--- src/rtl/lookup_stage_if.sv ---
// Lookup stage bus: upstream lookup, node memory port, downstream result, stats.
// The environment drives through master; the stage itself uses slave.
interface lookup_stage_if #(
  parameter int DATA      = 72,
  parameter int ADDR      = 10,
  parameter int NEXT_ADDR = 11,
  parameter int KEY_W     = 16,
  parameter int TAG_W     = 8
);
  logic                 in_valid;
  logic [KEY_W-1:0]     in_key;
  logic [ADDR-1:0]      in_ptr;
  logic                 in_done;
  logic [11:0]          in_result;
  logic                 in_err;
  logic [TAG_W-1:0]     in_tag;
  logic [ADDR-1:0]      mem_addr;
  logic [DATA-1:0]      mem_rdata;
  logic                 out_valid;
  logic [KEY_W-1:0]     out_key;
  logic [NEXT_ADDR-1:0] out_ptr;
  logic                 out_done;
  logic [11:0]          out_result;
  logic                 out_err;
  logic [TAG_W-1:0]     out_tag;
  logic                 stat_clr;
  logic [31:0]          stat_lookups;
  logic [31:0]          stat_leaf;
  logic [31:0]          stat_err;

  modport master (
    output in_valid, in_key, in_ptr, in_done,
    output in_result, in_err, in_tag,
    output mem_rdata, stat_clr,
    input  mem_addr,
    input  out_valid, out_key, out_ptr, out_done,
    input  out_result, out_err, out_tag,
    input  stat_lookups, stat_leaf, stat_err
  );

  modport slave (
    input  in_valid, in_key, in_ptr, in_done,
    input  in_result, in_err, in_tag,
    input  mem_rdata, stat_clr,
    output mem_addr,
    output out_valid, out_key, out_ptr, out_done,
    output out_result, out_err, out_tag,
    output stat_lookups, stat_leaf, stat_err
  );
endinterface

--- src/rtl/lookup_stage.sv ---
// One level of the pipelined tree lookup: S1 latches the request, S2 decodes the node.
// Optional statistics counters are built when LOOKUP_STATS_EN is defined.
module lookup_stage #(
  parameter int STAGE_ID  = 0,
  parameter int DATA      = 72,
  parameter int ADDR      = 10,
  parameter int NEXT_ADDR = 11,
  parameter int KEY_W     = 16,
  parameter int TAG_W     = 8
) (
  input logic           clk,
  input logic           rst,
  lookup_stage_if.slave bus
);

  logic [ADDR-1:0] w_addr;
  assign w_addr       = bus.in_ptr;
  assign bus.mem_addr = w_addr;

  logic             r_s1_valid;
  logic [KEY_W-1:0] r_s1_key;
  logic             r_s1_done;
  logic [11:0]      r_s1_result;
  logic             r_s1_err;
  logic [TAG_W-1:0] r_s1_tag;

  always_ff @(posedge clk) begin
    if (rst) begin
      r_s1_valid  <= 1'b0;
      r_s1_key    <= '0;
      r_s1_done   <= 1'b0;
      r_s1_result <= '0;
      r_s1_err    <= 1'b0;
      r_s1_tag    <= '0;
    end else begin
      r_s1_valid  <= bus.in_valid;
      r_s1_key    <= bus.in_key;
      r_s1_done   <= bus.in_done;
      r_s1_result <= bus.in_result;
      r_s1_err    <= bus.in_err;
      r_s1_tag    <= bus.in_tag;
    end
  end

  logic [15:0] w_piv0, w_piv1, w_piv2;
  logic [11:0] w_base;
  logic [1:0]  w_npiv;
  logic        w_leaf;

  assign w_piv0 = bus.mem_rdata[15:0];
  assign w_piv1 = bus.mem_rdata[31:16];
  assign w_piv2 = bus.mem_rdata[47:32];
  assign w_base = bus.mem_rdata[59:48];
  assign w_npiv = bus.mem_rdata[61:60];
  assign w_leaf = bus.mem_rdata[62];

  logic [1:0]  w_idx;
  logic [12:0] w_sum;
  logic        w_range;

  // Pivots are counted, not assumed sorted.
  always_comb begin
    w_idx = 2'd0;
    if (w_npiv > 2'd0 && w_piv0 <= r_s1_key)
      w_idx = w_idx + 2'd1;
    if (w_npiv > 2'd1 && w_piv1 <= r_s1_key)
      w_idx = w_idx + 2'd1;
    if (w_npiv > 2'd2 && w_piv2 <= r_s1_key)
      w_idx = w_idx + 2'd1;
  end

  assign w_sum   = {1'b0, w_base} + {11'd0, w_idx};
  assign w_range = !w_leaf &&
    ({19'd0, w_sum} >= (32'd1 << NEXT_ADDR));

  logic [NEXT_ADDR-1:0] w_ptr;
  logic                 w_done;
  logic [11:0]          w_result;
  logic                 w_err;

  always_comb begin
    w_ptr    = '0;
    w_done   = 1'b1;
    w_result = r_s1_result;
    w_err    = r_s1_err;
    unique case (1'b1)
      r_s1_done: begin
        w_result = r_s1_result;
      end
      (!r_s1_done && w_leaf): begin
        w_result = w_sum[11:0];
      end
      (!r_s1_done && !w_leaf): begin
        w_done   = 1'b0;
        w_result = '0;
        w_err    = r_s1_err | w_range;
        w_ptr    = w_range ? '0 : w_sum[NEXT_ADDR-1:0];
      end
    endcase
  end

  logic                 r_out_valid;
  logic [KEY_W-1:0]     r_out_key;
  logic [NEXT_ADDR-1:0] r_out_ptr;
  logic                 r_out_done;
  logic [11:0]          r_out_result;
  logic                 r_out_err;
  logic [TAG_W-1:0]     r_out_tag;

  always_ff @(posedge clk) begin
    if (rst) begin
      r_out_valid  <= 1'b0;
      r_out_key    <= '0;
      r_out_ptr    <= '0;
      r_out_done   <= 1'b0;
      r_out_result <= '0;
      r_out_err    <= 1'b0;
      r_out_tag    <= '0;
    end else begin
      r_out_valid <= r_s1_valid;
      if (r_s1_valid) begin
        r_out_key    <= r_s1_key;
        r_out_ptr    <= w_ptr;
        r_out_done   <= w_done;
        r_out_result <= w_result;
        r_out_err    <= w_err;
        r_out_tag    <= r_s1_tag;
      end
    end
  end

  assign bus.out_valid  = r_out_valid;
  assign bus.out_key    = r_out_key;
  assign bus.out_ptr    = r_out_ptr;
  assign bus.out_done   = r_out_done;
  assign bus.out_result = r_out_result;
  assign bus.out_err    = r_out_err;
  assign bus.out_tag    = r_out_tag;

`ifdef LOOKUP_STATS_EN
  logic [31:0] r_stat_lookups;
  logic [31:0] r_stat_leaf;
  logic [31:0] r_stat_err;
  logic        w_cnt_lk;
  logic        w_cnt_leaf;
  logic        w_cnt_err;

  assign w_cnt_lk   = r_s1_valid && !r_s1_done;
  assign w_cnt_leaf = w_cnt_lk && w_leaf;
  assign w_cnt_err  = r_s1_valid && w_err && !r_s1_err;

  // Clear has priority; counters stick at all-ones.
  always_ff @(posedge clk) begin
    if (rst || bus.stat_clr) begin
      r_stat_lookups <= '0;
      r_stat_leaf    <= '0;
      r_stat_err     <= '0;
    end else begin
      if (w_cnt_lk && r_stat_lookups != '1)
        r_stat_lookups <= r_stat_lookups + 32'd1;
      if (w_cnt_leaf && r_stat_leaf != '1)
        r_stat_leaf <= r_stat_leaf + 32'd1;
      if (w_cnt_err && r_stat_err != '1)
        r_stat_err <= r_stat_err + 32'd1;
    end
  end

  assign bus.stat_lookups = r_stat_lookups;
  assign bus.stat_leaf    = r_stat_leaf;
  assign bus.stat_err     = r_stat_err;

  logic w_unused;
  assign w_unused = ^{bus.mem_rdata[DATA-1:63],
                      STAGE_ID != 0};
`else
  assign bus.stat_lookups = '0;
  assign bus.stat_leaf    = '0;
  assign bus.stat_err     = '0;

  logic w_unused;
  assign w_unused = ^{bus.mem_rdata[DATA-1:63],
                      bus.stat_clr, STAGE_ID != 0};
`endif

endmodule
--- src/flat_wrapper.sv ---
// flat-port wrapper written by rule: the top's interface ports become plain ports
module lookup_stage_flat 
#(
  parameter int STAGE_ID  = 0,
  parameter int DATA      = 72,
  parameter int ADDR      = 10,
  parameter int NEXT_ADDR = 11,
  parameter int KEY_W     = 16,
  parameter int TAG_W     = 8
)
  (clk, rst, bus_in_valid, bus_in_key, bus_in_ptr, bus_in_done, bus_in_result, bus_in_err, bus_in_tag, bus_mem_rdata, bus_stat_clr, bus_mem_addr, bus_out_valid, bus_out_key, bus_out_ptr, bus_out_done, bus_out_result, bus_out_err, bus_out_tag, bus_stat_lookups, bus_stat_leaf, bus_stat_err);
  lookup_stage_if #(.DATA(DATA), .ADDR(ADDR), .NEXT_ADDR(NEXT_ADDR), .KEY_W(KEY_W), .TAG_W(TAG_W)) bus_i ();
  input logic clk;
  input logic rst;
  input wire logic [$bits(bus_i.in_valid)-1:0] bus_in_valid;
  input wire logic [$bits(bus_i.in_key)-1:0] bus_in_key;
  input wire logic [$bits(bus_i.in_ptr)-1:0] bus_in_ptr;
  input wire logic [$bits(bus_i.in_done)-1:0] bus_in_done;
  input wire logic [$bits(bus_i.in_result)-1:0] bus_in_result;
  input wire logic [$bits(bus_i.in_err)-1:0] bus_in_err;
  input wire logic [$bits(bus_i.in_tag)-1:0] bus_in_tag;
  input wire logic [$bits(bus_i.mem_rdata)-1:0] bus_mem_rdata;
  input wire logic [$bits(bus_i.stat_clr)-1:0] bus_stat_clr;
  output wire logic [$bits(bus_i.mem_addr)-1:0] bus_mem_addr;
  output wire logic [$bits(bus_i.out_valid)-1:0] bus_out_valid;
  output wire logic [$bits(bus_i.out_key)-1:0] bus_out_key;
  output wire logic [$bits(bus_i.out_ptr)-1:0] bus_out_ptr;
  output wire logic [$bits(bus_i.out_done)-1:0] bus_out_done;
  output wire logic [$bits(bus_i.out_result)-1:0] bus_out_result;
  output wire logic [$bits(bus_i.out_err)-1:0] bus_out_err;
  output wire logic [$bits(bus_i.out_tag)-1:0] bus_out_tag;
  output wire logic [$bits(bus_i.stat_lookups)-1:0] bus_stat_lookups;
  output wire logic [$bits(bus_i.stat_leaf)-1:0] bus_stat_leaf;
  output wire logic [$bits(bus_i.stat_err)-1:0] bus_stat_err;
  assign bus_i.in_valid = bus_in_valid;
  assign bus_i.in_key = bus_in_key;
  assign bus_i.in_ptr = bus_in_ptr;
  assign bus_i.in_done = bus_in_done;
  assign bus_i.in_result = bus_in_result;
  assign bus_i.in_err = bus_in_err;
  assign bus_i.in_tag = bus_in_tag;
  assign bus_i.mem_rdata = bus_mem_rdata;
  assign bus_i.stat_clr = bus_stat_clr;
  assign bus_mem_addr = bus_i.mem_addr;
  assign bus_out_valid = bus_i.out_valid;
  assign bus_out_key = bus_i.out_key;
  assign bus_out_ptr = bus_i.out_ptr;
  assign bus_out_done = bus_i.out_done;
  assign bus_out_result = bus_i.out_result;
  assign bus_out_err = bus_i.out_err;
  assign bus_out_tag = bus_i.out_tag;
  assign bus_stat_lookups = bus_i.stat_lookups;
  assign bus_stat_leaf = bus_i.stat_leaf;
  assign bus_stat_err = bus_i.stat_err;
  lookup_stage #(.STAGE_ID(STAGE_ID), .DATA(DATA), .ADDR(ADDR), .NEXT_ADDR(NEXT_ADDR), .KEY_W(KEY_W), .TAG_W(TAG_W)) u_core (.clk(clk), .rst(rst), .bus(bus_i));
endmodule
--- config.mk ---
export PLATFORM = sky130hd
export DESIGN_NAME = lookup_stage_flat
export DESIGN_NICKNAME = d
export VERILOG_FILES = /design/src/rtl/lookup_stage_if.sv /design/src/rtl/lookup_stage.sv /design/src/flat_wrapper.sv
export SDC_FILE = /design/constraint.sdc
export NUM_CORES = 1
export LEC_CHECK = 0
export ABC_AREA = 1
export ABC_CLOCK_PERIOD_IN_PS = 4800
export CORE_ASPECT_RATIO = 2
export CORE_UTILIZATION = 40
export DETAILED_ROUTE_END_ITERATION = 12
export PLACE_DENSITY = 0.81
export SKIP_LAST_GASP = 1
export SLEW_MARGIN = 25
export SYNTH_ARGS = -nofsm -noshare
export SYNTH_HDL_FRONTEND = slang
export SYNTH_SLANG_ARGS = --single-unit
--- constraint.sdc ---
create_clock -name clk -period 4.8 [get_ports clk]
set_input_delay 0.96 -clock clk [delete_from_list [all_inputs] [get_ports clk]]
set_output_delay 0.96 -clock clk [all_outputs]
set_load 0.05 [all_outputs]
==> results of run 1 <==
## layout make-up
cell class              count  area (sq um)  share of cell area
well taps                 152           190              0.0277
flip-flops and latches     89          1780               0.260
repair buffers            159          1570               0.229
inverters                  90           338              0.0492
clock inverters             5          61.3             0.00893
clock buffers              11           253              0.0368
multi-input cells         503          2670               0.389
## flip-flops by register name, summed over array words and instances (netlist names)
name,flops
u_core.bus.out_result,12
u_core.r_s1_tag,8
u_core.bus.out_tag,8
u_core.r_s1_result,12
u_core.bus.out_valid,1
u_core.bus.out_err,1
u_core.r_s1_err,1
u_core.r_s1_key,16
u_core.bus.out_ptr,11
u_core.bus.out_done,1
u_core.r_s1_valid,1
u_core.bus.out_key,16
u_core.r_s1_done,1
## Yosys cell counts, types with 5 or more instances
library cell and instances:
nor3_1 5, a21oi_1 68, inv_1 86, ha_1 52
o21ai_0 43, buf_4 106, dfxtp_1 89, nand3_1 16
nand2_1 97, nand4_1 10, clkbuf_1 18, nor2_1 86
## path summary, 6_finish.rpt
kind / start / to / slack [ns] / cells after the start
max reg2reg: u_core.r_s1_key[15] / u_core.bus.out_result[6] / 1.17 / 22
min reg2reg: u_core.r_s1_tag[0] / u_core.bus.out_tag[0] / 0.46 / 2
min: u_core.r_s1_tag[0] / u_core.bus.out_tag[0] / 0.46 / 2
max: bus_mem_rdata[1] / u_core.bus.out_result[6] / 0.53 / 25
## worst register-to-register path: stages (launching register included)
cell,delay [ns]
dfxtp_1,0.31
inv_1,0.10
ha_1,0.33
nand4_1,0.11
nor3_1,0.20
buf_4,0.17
nand4_1,0.11
nand2_1,0.09
nand2_1,0.05
ha_1,0.31
inv_1,0.07
nand3_1,0.07
nand2_1,0.08
ha_1,0.16
inv_1,0.05
fa_1,0.41
inv_1,0.09
nand3_2,0.08
inv_2,0.10
nand3_1,0.08
xor2_1,0.18
or2_0,0.26
a21oi_1,0.14
## power by group
group / internal, uW / total (uW) / leakage [uW] / switching (uW)
logic: 193 / 611 / 0.00237 / 418
clock network: 434 / 735 / 0.000144 / 301
registers: 779 / 797 / 0.000735 / 18.5
total: 1410 / 2140 / 0.00325 / 737
## stage by stage
step	power (uW)	instances	hold WS (ns)	utilization
after floorplan	1310	808	0.431	-
after global placement	1420	993	0.435	0.504
after detailed placement	1420	993	0.446	0.504
after CTS	2170	1009	0.462	0.528
after global routing	2250	1009	0.489	0.528
final	2140	1009	0.458	0.528
## kinds of logic (layout without fill, tap and decap cells)
group / Yosys count / after routing / synth area share
adders and majority gates: 53 / 53 / 0.126
buffers and inverters: 216 / 265 / 0.229
DFF: 89 / 89 / 0.335
and+or+nand+nor: 229 / 229 / 0.182
other: 1 / 96 / 0.000706
xor gates and xnor gates: 6 / 6 / 0.00990
AOI/OAI and AO/OA: 119 / 119 / 0.117
## cells in the final DEF, fill, tap and decap left out, types with 3 or more instances in the layout
cell	instances
nor3_1	5
a21o_1	3
clkbuf_16	9
clkinvlp_4	3
inv_1	86
ha_1	52
nand2_1	97
nand3_2	3
or2_2	3
o21ai_0	43
nand3_1	16
a21oi_1	68
xnor2_1	3
clkdlybuf4s50_1	152
inv_2	4
buf_4	6
conb_1	96
dfxtp_1	88
nand2_2	3
nand4_1	10
xor2_1	3
nor2_1	86
## per-layer routing
layer | part of all wire | GRT usage | vias to the layer above
li1 | - | - | 2343
met1 | 0.33 | 0.190 | 2064
met2 | 0.55 | 0.417 | 229
met3 | 0.051 | 0.0300 | 48
met4 | 0.063 | 0.139 | 0
met5 | 0 | 0 | -
==> results.md, run 1 <==
* Startpoint Class: input port
* Worst-Margin Slew at 0.669 ns
* Req. time, crit path at 5.06 ns
* CTS tree: done
* Synth Instances at 713
* Arrival @ worst endpoint at 4.53 ns
* Worst setup margin at 0.530 ns
* Post-synthesis sequential area ratio at 0.335
* Most used DFF post-synth: dfxtp_1
* Worst Hold Class: reg2reg
* Share of layout cells above drive strength 1 at 0.0467
* Setup WS pre-CTS at 0.176 ns
* CP Buf/Inv Count at 6
* Core Area at 13000 sq um
* Post-synth top area share at 0.335
* WL per Instance at 14.3 microns
* Nets at 1029
* Dominant cell type by area after synthesis: dfxtp_1
* Row cnt at 59
* Initial antenna violation count at 0
* # setup viols final at 0
* Placer congestion estimate at 0.915
* Post-synthesis area per instance at 7.45 sq um
* Horiz. Die Dim at 83.5 microns
* Post-synth EDFFs at 0
* Post-route cell area at 6870 sq um
* Dpl cell area at 6550 sq um
* Crit share post-route at 0.890
* Max Cap Viol at 0
* Clock slew at reported path FFs at 0.07 ns
* F_max at 0.234 GHz
* Input/output buffers at 153
* Clock sink count at 89
* Yosys warns at 0
* Setup TNS at 0 ns
* First-pass GRT wire length at 22000 microns
* Maximum fanout along the worst path at 5
* Crit end category: register
* Area delta synth->final at 29.3%
* Clk root buf: clkbuf_16
* Post-synthesis register bit count at 89
* Full die area at 13800 sq um
* Synth top area cells: dfxtp_1 (34%), buf_4 (15%), ha_1 (12%), nand2_1 (6.9%), a21oi_1 (6.4%)
* Antenna Nets Post-Route at 0
* Maximum VDD drop at 0.197 mV
* Final worst path period need at 4.27 ns
* TritonRoute pass-1 iters at 4
* Syn Std Cell Area at 5310 sq um
* H-Tree Depth at 3
* GRT Util Overall at 0.208
* Worst-case clock buffer depth at 2
* Number of max-slew violations in the final report at 0
* Leakage at 0.00325 uW
* Cts hold-fix bufs at 0
* CP max stage cell: clkdlybuf4s50_1
* Final Skew at 0.0126 ns
* Die height at 165 microns
* 1st-iter DRT viols at 147
* Synth unique cells at 32
* WL final at 14400 microns
* Post CTS Setup Buffer Count at 0
* DR vias at 4684
* DRC errors left at 0
* Starting Density at 0.409
* RSZ-0062 raised after global routing: false
* Total CTS buffers at 9
* Largest net degree at the start of global routing at 53
* CP most frequent cell: nand2_1
* Crit-path leading delay family: adder cells
* Via count of the first global-routing pass at 4505
* Max stage delay on crit path at 0.42 ns
* Pwr per Cell Area at 312 nW/um^2
* Fillcell total at 1248
* Vias per cell at 4.64
* Post_cts resized at 0
* Final hold vios at 0
* Status: finished clean
* I/O pins at 280
* CP Class: in2reg
* ANT cells at 0
* HPWL after detailed placement at 11300 microns
* Clk Latency, worst-skew pair at 0.34 ns
* Grt ovf at 0
* Asr flop ratio synth at 0
* Slew HR at 0.554
Note: power is estimated with default switching activity, not from simulation.
==> run 2, diff against run 1 <==
--- a/config.mk
+++ b/config.mk
@@ -5,10 +5,9 @@
 export SDC_FILE = /design/constraint.sdc
 export NUM_CORES = 1
 export LEC_CHECK = 0
-export ABC_AREA = 1
 export ABC_CLOCK_PERIOD_IN_PS = 4800
 export CORE_ASPECT_RATIO = 2
-export CORE_UTILIZATION = 40
+export CORE_UTILIZATION = 39
 export DETAILED_ROUTE_END_ITERATION = 12
 export PLACE_DENSITY = 0.81
 export SKIP_LAST_GASP = 1
==> run 2 against run 1 <==
  * Power is 5.4% lower
  * Clock power is 6.0% lower
  * Maximum frequency is 5.3% lower
  * Final area is 3.5% lower
  * Sequential share of layout area is 0.93 points higher
  * First-iteration DRC count is 16% lower
  * Critical endpoint is now u_core.bus.out_result[10]
  * Highest routed layer unchanged
==> results.md, run 2 <==
* Status: finished clean
* H-Tree Depth at 3 (unchanged)
* Antenna Nets Post-Route at 0 (unchanged)
* Reg-to-Reg Start: u_core.r_s1_key[1]
* Via count of the first global-routing pass at 3720 (-17%)
* Synth top area cells: dfxtp_1 (35%), buf_4 (16%), ha_1 (13%), nor2b_1 (5.4%), mux2i_1 (5.3%)
* Final Skew at 0.00942 ns (-0.00322 ns)
* Clock slew at reported path FFs at 0.07 ns (about the same)
* Clk Latency, worst-skew pair at 0.34 ns (about the same)
* Total CTS buffers at 9 (unchanged)
* Full die area at 13500 sq um (-2.3%)
* I/O pins at 280 (unchanged)
* R2R cell count at 18 (-18%)
* Slew HR at 0.441 (-0.112)
* Clock sink count at 89 (unchanged)
* Post CTS Setup Buffer Count at 0 (unchanged)
* Final worst path period need at 4.51 ns (+0.240 ns)
* 1st-iter DRT viols at 123 (-16%)
* Starting Density at 0.401 (-0.00819)
* Worst path cell trace: clkdlybuf4s50_1 > ha_1 > nor2b_1 > o21ai_0 > nand2b_1 > a21oi_1 > o21ai_1 > a311o_1 > ha_1 > xnor2_1 > ha_1 > inv_1 > fa_1 > and3b_1 > nand3_1 > xor2_1 > a2bb2oi_1 > a211oi_1
* WL per Instance at 14.5 microns (+1.3%)
* Cts hold-fix bufs at 0 (unchanged)
* Max Cap Viol at 0 (unchanged)
* Worst-case clock buffer depth at 2 (unchanged)
* Grt ovf at 0 (unchanged)
* CP most frequent cell: ha_1
* Setup TNS at 0 ns (unchanged)
* Yosys warns at 0 (unchanged)
* Area delta synth->final at 31.0%
* Req. time, crit path at 5.05 ns (about the same)
* # setup viols final at 0 (unchanged)
* Post-synth EDFFs at 0 (unchanged)
* Total Power at 2030 uW (-5.4%)
* Most used DFF post-synth: dfxtp_1
* DR vias at 4008 (-14%)
* Asr flop ratio synth at 0 (unchanged)
* Switching pwr at 699 uW (-5.2%)
* Input/output buffers at 153 (unchanged)
* Post-synthesis sequential area ratio at 0.352 (+0.0168)
* Number of max-slew violations in the final report at 0 (unchanged)
* Initial antenna violation count at 0 (unchanged)
* Final hold vios at 0 (unchanged)
* Clk root buf: clkbuf_16
* Nets at 881 (-14%)
* ANT cells at 0 (unchanged)
* Synth unique cells at 41 (+28%)
* CTS tree: done
* Synth Instances at 561 (-21%)
* Horiz. Die Dim at 82.5 microns (-1.1%)
* Clock share of power at 0.341 (-0.002)
* CP max stage cell: clkdlybuf4s50_1
* Pwr per Cell Area at 306 nW/um^2 (-2.0%)
* Critical Path Sink: u_core.bus.out_result[10]
* TritonRoute pass-1 iters at 4 (unchanged)
* First-pass GRT wire length at 18000 microns (-18%)
* CP Class: in2reg
* Crit share post-route at 0.940 (+0.0501)
* Startpoint Class: input port
* Post-synthesis area per instance at 9.02 sq um (+21%)
* Post-synthesis register bit count at 89 (unchanged)
* Max stage delay on crit path at 0.41 ns (about the same)
* Commonest cells in the netlist: buf_4 (106), dfxtp_1 (89), ha_1 (52), nor2_1 (45), nor2b_1 (44)
* Syn Std Cell Area at 5060 sq um (-4.8%)
* Sw frac at 0.345 (+0.000825)
* Flop pwr share at 0.391 (+0.019)
* Worst setup margin at 0.289 ns (-0.240 ns)
* Terminus of the critical flop-to-flop path: u_core.bus.out_result[10]
* Worst Hold Class: reg2reg
* Post-synth top area share at 0.352 (+0.0168)
* Internal at 1330 uW (-5.5%)
* GRT Util Overall at 0.186 (-0.0220)
* Row cnt at 58 (-1.7%)
* DRC errors left at 0 (unchanged)
* Leakage at 0.00279 uW (-14%)
* Worst-Margin Slew at 0.838 ns (+0.169 ns)
* Arrival @ worst endpoint at 4.76 ns (+0.23 ns)
* Gate power share at 0.268 (-0.017)
* Most common cell in the netlist: buf_4
* Maximum VDD drop at 0.197 mV (about the same)
* Placer congestion estimate at 0.874 (-4.5%)
* Vias per cell at 4.67 (+0.51%)
* Core Area at 12600 sq um (-2.8%)
* WL final at 12400 microns (-14%)
* Most common library cell in the layout ignoring fill and taps: clkdlybuf4s50_1
* Largest net degree at the start of global routing at 47 (-11%)
* Crit end category: register
* HPWL after detailed placement at 10000 microns (-11%)
* F_max at 0.222 GHz (-5.3%)
* Register-to-register setup slack at 0.91 ns (-0.26 ns)
* Most frequent cells in the layout: clkdlybuf4s50_1 (152), conb_1 (96), dfxtp_1 (88), ha_1 (52), nor2_1 (45)
* Setup WS pre-CTS at -0.167 ns (-0.342 ns)
* Share of layout cells above drive strength 1 at 0.0423 (-0.00436)
* Die height at 163 microns (-1.2%)
* Dominant cell type by area after synthesis: dfxtp_1
* RSZ-0062 raised after global routing: false
* CP startpoint: bus_mem_rdata[1]
* Maximum fanout along the worst path at 3 (-2)
-- run 2: worst max-delay path: cells and delay by family --
| family | cells | cell delay, ns |
|---|---|---|
| compound gates | 6 | 1.21 |
| buf+inv | 2 | 0.47 |
| xor+xnor | 2 | 0.33 |
| fa+ha+maj | 4 | 1.18 |
| simple gates | 4 | 0.62 |
-- run 2: logic make-up (layout without fill, tap and decap cells) --
group,after synthesis,count (layout),share of synthesized area
DFF,89,89,0.352
AOI/OAI and AO/OA,74,74,0.0920
and+or+nand+nor,156,156,0.158
buffers and inverters,149,202,0.189
other,1,96,0.000741
xor gates and xnor gates,11,11,0.0190
muxes,28,28,0.0564
adders and majority gates,53,53,0.133
-- run 2: final cells by class --
class | count | area (sq um)
fill | 1202 | 6000
clock inverter | 7 | 72.6
timing repair buffer | 162 | 1590
inverter | 24 | 90.1
tap | 150 | 188
multi-input combinational | 418 | 2680
sequential | 89 | 1780
clock buffer | 9 | 225
-- run 2: per-layer routing --
metal  vias up  global-route usage  routed length, microns
met1      1789               0.165                    4100
met4         0               0.143                     847
li1       1980                   -                       -
met2       191               0.354                    6750
met5         -                   0                       0
met3        48              0.0263                     755
-- run 2: power groups by stage --
stage / Clock (uW) / Sequential [uW] / Combinational, uW
after floorplan: 0 / 857 / 405
after global placement: 0 / 809 / 537
after detailed placement: 0 / 810 / 544
after CTS: 710 / 793 / 546
after global routing: 741 / 796 / 585
final: 691 / 792 / 544
-- run 2: through the flow --
| step | hold slack [ns] | instances | utilization | instance area [sq um] |
|---|---|---|---|---|
| global placement | 0.435 | 843 | 0.501 | 6330 |
| finish | 0.452 | 859 | 0.525 | 6630 |
| CTS | 0.458 | 859 | 0.525 | 6630 |
| detailed placement | 0.441 | 843 | 0.501 | 6330 |
| global route | 0.477 | 859 | 0.525 | 6630 |
| floorplan | 0.441 | 656 | - | 5420 |
-- run 2: timing repair --
| action | in CTS | in global routing |
|---|---|---|
| gates resized for setup | 0 | 1 |
| setup endpoints to repair | 0 | 1 |
| endpoints found under the hold margin | 0 | 0 |
-- run 2: worst min-delay path by stage --
| stage | from | to | slack (ns) | cells after the start |
|---|---|---|---|---|
| floorplan | u_core.r_s1_tag[7] | u_core.bus.out_tag[7] | 0.44 | 2 |
| detailed placement | u_core.bus.out_ptr[1] | u_core.bus.out_ptr[1] | 0.44 | 2 |
| global placement | u_core.bus.out_ptr[5] | u_core.bus.out_ptr[5] | 0.44 | 2 |
| finish | u_core.bus.out_ptr[1] | u_core.bus.out_ptr[1] | 0.45 | 2 |
| CTS | u_core.bus.out_ptr[1] | u_core.bus.out_ptr[1] | 0.46 | 2 |
| global route | u_core.bus.out_ptr[1] | u_core.bus.out_ptr[1] | 0.48 | 2 |
==> run 3, diff against run 2 <==
--- a/config.mk
+++ b/config.mk
@@ -10,6 +10,7 @@
 export CORE_UTILIZATION = 39
 export DETAILED_ROUTE_END_ITERATION = 12
 export PLACE_DENSITY = 0.81
+export REMOVE_ABC_BUFFERS = 1
 export SKIP_LAST_GASP = 1
 export SLEW_MARGIN = 25
 export SYNTH_ARGS = -nofsm -noshare
==> run 3 against run 2 <==
  * Die area unchanged
  * Sequential cell count unchanged
  * Worst hold slack worse by 0.0018 ns
  * Largest power group unchanged
==> results.md, run 3 (same netlist as run 2, synthesis figures left out) <==
* Status: finished clean
* Input/output buffers at 153 (unchanged)
* Worst-case clock buffer depth at 2 (unchanged)
* Area of the multi-input gates at 2680 sq um (+0.28%)
* Largest net degree at the start of global routing at 41 (-13%)
* CP Buf/Inv Count at 2 (unchanged)
* Startpoint Class: input port
* 1st-iter DRT viols at 88 (-28%)
* Sw frac at 0.315 (-0.0301)
* WL final at 12700 microns (+2.1%)
* Grt ovf at 0 (unchanged)
* H-Tree Depth at 3 (unchanged)
* Number of max-slew violations in the final report at 0 (unchanged)
* DR vias at 4046 (+0.95%)
* CTS tree: done
* ANT cells at 0 (unchanged)
* First-pass GRT wire length at 18400 microns (+2.3%)
* Req. time, crit path at 5.05 ns (about the same)
* CP max stage cell: fa_1
* Worst-Margin Slew at 0.757 ns (-0.0816 ns)
* Clk Latency, worst-skew pair at 0.33 ns (about the same)
* # placed instances at 849 (+0.71%)
* Setup WS pre-CTS at -0.227 ns (-0.0607 ns)
* Worst path cell trace: clkdlybuf4s50_1 > ha_1 > nor2b_1 > o21ai_1 > nand2b_1 > a21oi_1 > o21ai_1 > a311o_1 > ha_1 > xnor2_2 > ha_1 > inv_1 > fa_1 > and3b_1 > nand3_1 > xor2_1 > a2bb2oi_1 > a211oi_1
* Worst setup margin at 0.299 ns (+0.0101 ns)
* DRC errors left at 0 (unchanged)
* Combined flip-flop and latch cell area at 1780 sq um (unchanged)
* Die height at 163 microns (unchanged)
* Post CTS Setup Buffer Count at 0 (unchanged)
* CP most frequent cell: ha_1
* Internal at 1440 uW (+8.2%)
* Flop pwr share at 0.379 (-0.012)
* Slew HR at 0.494 (+0.0526)
* # setup viols final at 0 (unchanged)
* Hold depth at 2 (unchanged)
* Most common library cell in the layout ignoring fill and taps: clkdlybuf4s50_1
* Worst path depth at 18 (unchanged)
* Starting Density at 0.401 (unchanged)
* Post_cts resized at 0 (unchanged)
* Worst Hold Class: reg2reg
* Clock slew at reported path FFs at 0.06 ns (about the same)
* GRT Util Overall at 0.188 (+0.00184)
* I/O pins at 280 (unchanged)
* Switching pwr at 660 uW (-5.6%)
* Arrival @ worst endpoint at 4.75 ns (about the same)
* WL per Instance at 14.7 microns (+1.4%)
* Dpl cell area at 6370 sq um (+0.71%)
* Vias per cell at 4.68 (+0.25%)
* Pwr per Cell Area at 313 nW/um^2 (+2.3%)
* Placer congestion estimate at 0.757 (-13%)
* Total Power at 2100 uW (+3.5%)
* Max stage delay on crit path at 0.42 ns (about the same)
* Nets at 887 (+0.68%)
* Fin cells at 865 (+0.70%)
* Finished Core Util at 0.531 (+0.00614)
* Share of layout cells above drive strength 1 at 0.0490 (+0.00664)
* Fillcell total at 1184 (-1.5%)
* Crit-path leading delay family: adder cells
* F_max at 0.222 GHz (+0.23%)
* Antenna Nets Post-Route at 0 (unchanged)
* CP Class: in2reg
* Max Cap Viol at 0 (unchanged)
* Post-route cell area at 6710 sq um (+1.2%)
* Maximum fanout along the worst path at 3 (unchanged)
* Core Area at 12600 sq um (unchanged)
* Row cnt at 58 (unchanged)
* Clock share of power at 0.360 (+0.019)
* Initial antenna violation count at 0 (unchanged)
* Gate power share at 0.261 (-0.007)
* Full die area at 13500 sq um (unchanged)
* Register-to-register setup slack at 0.90 ns (about the same)
* Crit end category: register
* Via count of the first global-routing pass at 3815 (+2.6%)
* Cts hold-fix bufs at 0 (unchanged)
* Leakage at 0.00283 uW (+1.6%)
* Final hold vios at 0 (unchanged)
* Total CTS buffers at 9 (unchanged)
* Clk root buf: clkbuf_16
* Crit share post-route at 0.938 (-0.00211)
* RSZ-0062 raised after global routing: false
* Horiz. Die Dim at 82.5 microns (unchanged)
* TritonRoute pass-1 iters at 4 (unchanged)
* HPWL after detailed placement at 10200 microns (+1.5%)
* Final Skew at 0.0106 ns (+0.00115 ns)
* Final worst path period need at 4.50 ns (-0.0101 ns)
* Area delta synth->final at 32.6%
* Clock sink count at 89 (unchanged)
* Maximum VDD drop at 0.234 mV (+19%)
* Most frequent cells in the layout: clkdlybuf4s50_1 (152), conb_1 (96), dfxtp_1 (88), ha_1 (52), nor2_1 (45)
* R2R cell count at 17 (-1)
[run 3: changes by cell type in the layout (fill, tap and decap cells not counted), sizes merged]
cell,before,now
buf,10,16
bufinv,0,2
clkinv,2,1
inv,28,24
clkbuf,9,12
[run 3: tightest hold or removal path: cells and delay by family, from the launching register on]
kind | cells | cell delay (ns)
DFF | 1 | 0.32
AOI/OAI and AO/OA | 1 | 0.05
and+or+nand+nor | 1 | 0.04
[run 3: final cells by class]
| class | instances | share of cell area |
|---|---|---|
| Clock buffer | 12 | 0.0368 |
| Clock inverter | 4 | 0.0114 |
| Inverter | 24 | 0.0134 |
| Multi-Input combinational cell | 418 | 0.400 |
| Sequential cell | 89 | 0.266 |
| Tap cell | 150 | 0.0280 |
| Timing Repair Buffer | 168 | 0.244 |
[run 3: through the flow]
| step | TNS (ns) | hold slack, ns |
|---|---|---|
| 5_1_grt | 0 | 0.481 |
| 3_3_place_gp | -0.137 | 0.435 |
| 4_1_cts | 0 | 0.460 |
| 3_5_place_dp | -1.94 | 0.446 |
| 2_1_floorplan | 0 | 0.441 |
| 6_report | 0 | 0.450 |
[run 3: power by group through the flow]
stage	clock network, uW	registers (uW)	logic (uW)
finish	755	794	548
global route	809	797	589
CTS	773	794	549
detailed placement	0	811	546
global placement	0	810	539
floorplan	0	864	305
[run 3: routing by layer]
metal / GRT usage / vias to the layer above / share of wire
met5: 0 / - / 0
met4: 0.0823 / 0 / 0.026
li1: - / 1987 / -
met3: 0.0514 / 18 / 0.082
met1: 0.168 / 1840 / 0.34
met2: 0.370 / 201 / 0.56
[run 3: final timing paths]
path,from,endpoint
worst min-delay path,u_core.bus.out_ptr[10],u_core.bus.out_ptr[10]
worst min register to register,u_core.bus.out_ptr[10],u_core.bus.out_ptr[10]
worst max register to register,u_core.r_s1_key[7],u_core.bus.out_result[10]
worst max-delay path,bus_mem_rdata[1],u_core.bus.out_result[10]
